File: config.mk
export PLATFORM = sky130hd
export DESIGN_NAME = mlp_output_layer
export DESIGN_NICKNAME = d
export VERILOG_FILES = /design/src/rtl/mlp_pkg.sv /design/src/rtl/mlp_output_layer_mac_sat_lane.sv /design/src/rtl/mlp_output_layer.sv
export SDC_FILE = /design/constraint.sdc
export NUM_CORES = 2
export LEC_CHECK = 0
export ABC_CLOCK_PERIOD_IN_PS = 17500
export CORE_MARGIN = 2
export CORE_UTILIZATION = 46
export CTS_CLUSTER_DIAMETER = 100
export DETAILED_ROUTE_END_ITERATION = 6
export GPL_TIMING_DRIVEN = 1
export PLACE_DENSITY = 0.65
export SYNTH_ARGS = -nofsm -noshare
export SYNTH_HDL_FRONTEND = slang
export SYNTH_SLANG_ARGS = --single-unit
File: constraint.sdc
create_clock -name clk -period 17.5 [get_ports clk]
set_input_delay 3.5 -clock clk [delete_from_list [all_inputs] [get_ports clk]]
set_output_delay 3.5 -clock clk [all_outputs]
set_load 0.03 [all_outputs]
File: src/rtl/mlp_pkg.sv
// rtl/mlp_pkg.sv - shared types and constants for the MLP output layer
package mlp_pkg;

    localparam int N_CLASS   = 10;
    localparam int ACC_W_DEF = 27;

    typedef enum logic [2:0] {
        S_IDLE     = 3'd0,
        S_RUN      = 3'd1,
        S_BIAS_RD  = 3'd2,
        S_BIAS_ADD = 3'd3,
        S_DONE     = 3'd4
    } state_t;

    function automatic longint sat_max(input int w);
        return (64'sd1 <<< (w - 1)) - 64'sd1;
    endfunction

    function automatic longint sat_min(input int w);
        return -(64'sd1 <<< (w - 1));
    endfunction

    localparam longint SAT_MAX_DEF = sat_max(ACC_W_DEF);
    localparam longint SAT_MIN_DEF = sat_min(ACC_W_DEF);

endpackage

File: src/rtl/mlp_output_layer_mac_sat_lane.sv
// rtl/mlp_output_layer_mac_sat_lane.sv - one class lane: saturating multiply-accumulate and bias add
module mac_sat_lane
    import mlp_pkg::*;
#(
    parameter int IN_W  = 8,
    parameter int W_W   = 8,
    parameter int ACC_W = ACC_W_DEF
) (
    input  logic                    clk,
    input  logic                    rst_n,
    input  logic                    clr,
    input  logic                    mac_en,
    input  logic                    bias_en,
    input  logic signed [IN_W-1:0]  feat,
    input  logic signed [W_W-1:0]   weight,
    output logic signed [ACC_W-1:0] acc
);

    localparam int P_W = IN_W + W_W;
    localparam logic signed [ACC_W:0] SAT_HI = (ACC_W + 1)'(sat_max(ACC_W));
    localparam logic signed [ACC_W:0] SAT_LO = (ACC_W + 1)'(sat_min(ACC_W));

    logic signed [P_W-1:0] prod;
    logic signed [ACC_W:0] term;
    logic signed [ACC_W:0] sum;
    logic signed [ACC_W:0] sat;

    // One guard bit above the accumulator is enough to detect any overflow
    // of a single term, so clamping applies per step and never sticks.
    always_comb begin
        prod = feat * weight;
        term = mac_en ? (ACC_W + 1)'(prod) : (ACC_W + 1)'(weight);
        sum  = (ACC_W + 1)'(acc) + term;
        if (sum > SAT_HI)
            sat = SAT_HI;
        else if (sum < SAT_LO)
            sat = SAT_LO;
        else
            sat = sum;
    end

    always_ff @(posedge clk or negedge rst_n) begin
        if (!rst_n)
            acc <= '0;
        else if (clr)
            acc <= '0;
        else if (mac_en || bias_en)
            acc <= sat[ACC_W-1:0];
    end

endmodule

File: src/rtl/mlp_output_layer.sv
// rtl/mlp_output_layer.sv - final MLP layer: streamed features x ROM weight rows plus bias, ten class scores
module mlp_output_layer
    import mlp_pkg::*;
#(
    parameter int N_IN   = 64,
    parameter int IN_W   = 8,
    parameter int W_W    = 8,
    parameter int ACC_W  = ACC_W_DEF,
    parameter int ADDR_W = $clog2(N_IN + 1)
) (
    input  logic                       clk,
    input  logic                       rst_n,
    input  logic                       start,
    input  logic                       in_valid,
    output logic                       in_ready,
    input  logic signed [IN_W-1:0]     in_data,
    output logic [ADDR_W-1:0]          w_addr,
    output logic                       w_rd_en,
    input  logic [N_CLASS*W_W-1:0]     w_data,
    output logic signed [ACC_W-1:0]    data_0,
    output logic signed [ACC_W-1:0]    data_1,
    output logic signed [ACC_W-1:0]    data_2,
    output logic signed [ACC_W-1:0]    data_3,
    output logic signed [ACC_W-1:0]    data_4,
    output logic signed [ACC_W-1:0]    data_5,
    output logic signed [ACC_W-1:0]    data_6,
    output logic signed [ACC_W-1:0]    data_7,
    output logic signed [ACC_W-1:0]    data_8,
    output logic signed [ACC_W-1:0]    data_9,
    output logic                       mlp_done
);

    localparam logic [ADDR_W-1:0] LAST_ADDR = ADDR_W'(N_IN - 1);
    localparam logic [ADDR_W-1:0] BIAS_ADDR = ADDR_W'(N_IN);

    state_t                  state;
    state_t                  state_nxt;
    logic [ADDR_W-1:0]       count;
    logic signed [IN_W-1:0]  feat_q;
    logic                    mac_pend;
    logic                    clr;
    logic                    accept;
    logic                    bias_en;
    logic signed [ACC_W-1:0] acc [N_CLASS];

    always_comb begin
        state_nxt = state;
        in_ready  = 1'b0;
        w_rd_en   = 1'b0;
        w_addr    = '0;
        clr       = 1'b0;
        accept    = 1'b0;
        case (state)
            S_IDLE: begin
                if (start) begin
                    clr       = 1'b1;
                    state_nxt = S_RUN;
                end
            end
            S_RUN: begin
                in_ready = 1'b1;
                if (in_valid) begin
                    accept  = 1'b1;
                    w_rd_en = 1'b1;
                    w_addr  = count;
                    if (count == LAST_ADDR)
                        state_nxt = S_BIAS_RD;
                end
            end
            S_BIAS_RD: begin
                w_rd_en   = 1'b1;
                w_addr    = BIAS_ADDR;
                state_nxt = S_BIAS_ADD;
            end
            S_BIAS_ADD: state_nxt = S_DONE;
            S_DONE: begin
                if (start) begin
                    clr       = 1'b1;
                    state_nxt = S_RUN;
                end
            end
            default: state_nxt = S_IDLE;
        endcase
    end

    // The feature is held one cycle so it meets its ROM row, which returns
    // one cycle after the read; mac_pend marks that pairing.
    always_ff @(posedge clk or negedge rst_n) begin
        if (!rst_n) begin
            state    <= S_IDLE;
            count    <= '0;
            feat_q   <= '0;
            mac_pend <= 1'b0;
            mlp_done <= 1'b0;
        end else begin
            state    <= state_nxt;
            mac_pend <= accept;
            mlp_done <= (state == S_DONE) && !start;
            if (clr)
                count <= '0;
            else if (accept)
                count <= count + 1'b1;
            if (accept)
                feat_q <= in_data;
        end
    end

    assign bias_en = (state == S_BIAS_ADD);

    for (genvar j = 0; j < N_CLASS; j++) begin : g_lane
        mac_sat_lane #(
            .IN_W  (IN_W),
            .W_W   (W_W),
            .ACC_W (ACC_W)
        ) u_lane (
            .clk     (clk),
            .rst_n   (rst_n),
            .clr     (clr),
            .mac_en  (mac_pend),
            .bias_en (bias_en),
            .feat    (feat_q),
            .weight  (w_data[j*W_W +: W_W]),
            .acc     (acc[j])
        );
    end

    assign data_0 = acc[0];
    assign data_1 = acc[1];
    assign data_2 = acc[2];
    assign data_3 = acc[3];
    assign data_4 = acc[4];
    assign data_5 = acc[5];
    assign data_6 = acc[6];
    assign data_7 = acc[7];
    assign data_8 = acc[8];
    assign data_9 = acc[9];

endmodule

==> metrics.md <==
| Metric | Value |
|---|---|
| CTS Hold Bufs | `0` |
| TritonCTS clock tree | `built` |
| Die extent in x | `337 um` |
| WP data arrival | `between 10 and 15 ns` |
| Maximum Capacitance Violations | `0` |
| Post-CTS setup buffers | `0` |
| Post-synth ARST share | `1.00` |
| Post_cts resized | `0` |
| Critical Path Fanout Max | `24` |
| First-pass GRT wire length | `roughly 220000 um` |
| Worst-margin pin slew | `approximately 1.2 ns` |
| Final hold violations | `0` |
| Layout cells sized above 1 | `0.0417` |
| Final period util | `0.632` |
| Buffers on Ports | `between 300 and 400` |
| Mapped cell area | `a little over 0.05 mm2` |
| Die area | `roughly 0.11 mm2` |
| Crit path required time | `18.02 ns` |
| Yosys Warn Count | `0` |
| Slew HR | `0.180` |
| Max-slew violations | `0` |
| Post-layout min period | `11.07 ns` |
| Fmax | `90.4 MHz` |
| Via count | `a little over 40000` |
| RSZ-0062 raised after global routing | `no` |
| Skew-Pair Late Insertion Delay | `0.62 ns` |
| Ys flop type | `dfrtp_1` |
| Root buf cell | `clkbuf_16` |
| Top cells by area, synth | `fa_1, dfrtp_1, ha_1, inv_1, and2_1` |
| Cell taking the most area after synthesis | `fa_1` |
| DR iter-0 viols | `2100` |
| Num CTS Buffers | `42` |
| Wire per inst | `17.4 um` |
| Startpoint Class | `input pin` |
| Worst setup EP type | `flop` |
| Hold WC Path Type | `reg2reg` |
| Max Buffers Root-to-Sink | `3` |
| Initial Util | `0.463` |
| Clk slew on worst S/H paths | `0.05 ns` |
| Routed WL | `131000 um` |
| Largest net degree at the start of global routing | `90` |
| 1st-pass router iterations | `7` |
| GR Util All Layers | `0.234` |
| Initial antenna violation count | `17` |
| Final Setup Violations | `0` |
| Number of global-route vias before repair | `roughly 43000` |
| Area Overhead vs Synth | `13.0%` |
| Worst Skew | `~0.031 ns` |
| Ports | `roughly 370` |
| Failing checks | `DRC` |
| Register area share after synthesis | `0.142` |
| Synthesized Nets | `7004` |
| Top cell type's share of synthesized area | `0.219` |
| Drt drc | `1` |
| Antenna Nets Post-Route | `0` |
| Half-perimeter wire length after detailed placement | `~100000 um` |
| Cell mode on critical path | `inv_1` |
| Syn_area_per_cell | `between 8 and 9 um2` |
| Fin cells | `7561` |
| H-tree depth | `2` |
| Seq cells post-synth | `290` |
| Rows | `between 100 and 150` |
| Unique masters post-synth | `97` |
| Mapped Cells | `5781` |
| CORE AREA | `approximately 0.11 mm2` |
| CP max stage delay | `0.78 ns` |
| Critical path type | `in2reg` |
| Critical-path cell with the highest stage delay | `nor2_2` |
| Vias per inst | `~5.5` |
| Post-synth EDFFs | `0` |
| Total negative setup slack | `0 ns` |
| Overflow after GRT | `0` |
| Die Ht | `337 um` |
| Nets@finish | `7255` |
| Gpl congestion | `approximately 0.92` |
| CTS Sinks | `between 200 and 300` |
| Placed insts | `7476` |
| Run status | `complete, but fails checks` |
==> kinds of logic after synthesis <==
logic type,count (synthesis),share of synthesized area
simple gates,1372,0.141
compound gates,1351,0.185
buf+inv,1165,0.0876
fa+ha+maj,1132,0.360
xor+xnor,401,0.0688
flops,290,0.142
mux,70,0.0154
==> cell usage in the layout, fill, tap and decap left out, drive strengths merged, types with 170 or more instances in the layout <==
master,n
dfrtp,290
fa,560
ha,571
inv,961
nand2,369
clkdlybuf4s50,370
o21ai,238
nor2,174
a21oi,329
and2,454
xnor2,283
a21o,170
a221o,170
==> metrics by stage <==
stage	utilization	setup WS (ns)	area [um2]	hold slack (ns)
after detailed placement	0.509	5.80	56200	0.505
after global placement	0.509	5.96	56200	0.500
after global routing	0.523	5.80	57700	0.532
after CTS	0.523	6.44	57700	0.509
after floorplan	-	6.78	51100	0.469
final	0.523	6.43	57700	0.509
==> final timing paths <==
| kind | to | cells past startpoint | slack [ns] | from |
|---|---|---|---|---|
| max in group asynchronous | g_lane[6].u_lane.acc[13] | 3 | 12.55 | rst_n |
| min | mlp_done | 1 | 0.51 | state[0] |
| min reg2reg | mlp_done | 1 | 0.51 | state[0] |
| max | g_lane[6].u_lane.acc[8] | 30 | 6.43 | w_data[50] |
| min in group asynchronous | g_lane[3].u_lane.acc[21] | 1 | 2.86 | rst_n |
| max reg2reg | g_lane[6].u_lane.acc[8] | 29 | 8.51 | feat_q[3] |
==> flip-flops by register name, summed over array words and instances, names as in the netlist <==
name               count
count                  7
feat_q                 8
mlp_done               1
g_lane.u_lane.acc    270
state                  3
mac_pend               1
==> worst max-delay path: cells and delay by family <==
kind | cells | cell delay, ns
AOI/OAI and AO/OA | 13 | 2.82
xor gates and xnor gates | 1 | 0.13
adders and majority gates | 6 | 2.61
buffers and inverters | 7 | 1.13
muxes | 1 | 0.32
and+or+nand+nor | 2 | 1.06
==> Yosys cell counts, drive strengths merged (19+ instances only) <==
master	n
buf	37
xnor2	283
nand2	369
a211o	19
or2	20
fa	560
ha	571
a31oi	36
nand3	60
and3	35
o211ai	62
a21oi	329
o21a	40
o21bai	68
a211oi	40
clkbuf	169
nor2	174
o311ai	31
and2	454
xor2	118
nand2b	35
mux2	61
a21o	170
dfrtp	290
nand4	34
inv	958
o21ai	238
a221o	170
nor3	43
nor2b	90
==> layer usage <==
metal  share of wire  track usage  up-vias  routed length (um)
li1                -            -    20000                   -
met1            0.45        0.311    20300               59400
met2            0.48        0.396      755               62500
met3           0.045       0.0319      184                5920
met4           0.026       0.0666       12                3390
met5         0.00059            0        -                  77
==> area by class of cell <==
type / count / area (um2)
Sequential cell: 290 / 7270
Inverter: 959 / 3600
Multi-Input combinational cell: 4326 / 39400
Clock buffer: 56 / 1230
Clock inverter: 19 / 312
Fill cell: 10300 / 52600
Tap cell: 1488 / 1860
Timing Repair Buffer: 413 / 4050
Antenna cell: 10 / 25.0
Power is left out: the tool's default activity adds up to more than one toggle a clock period on the data nets, which glitch-free logic cannot reach.
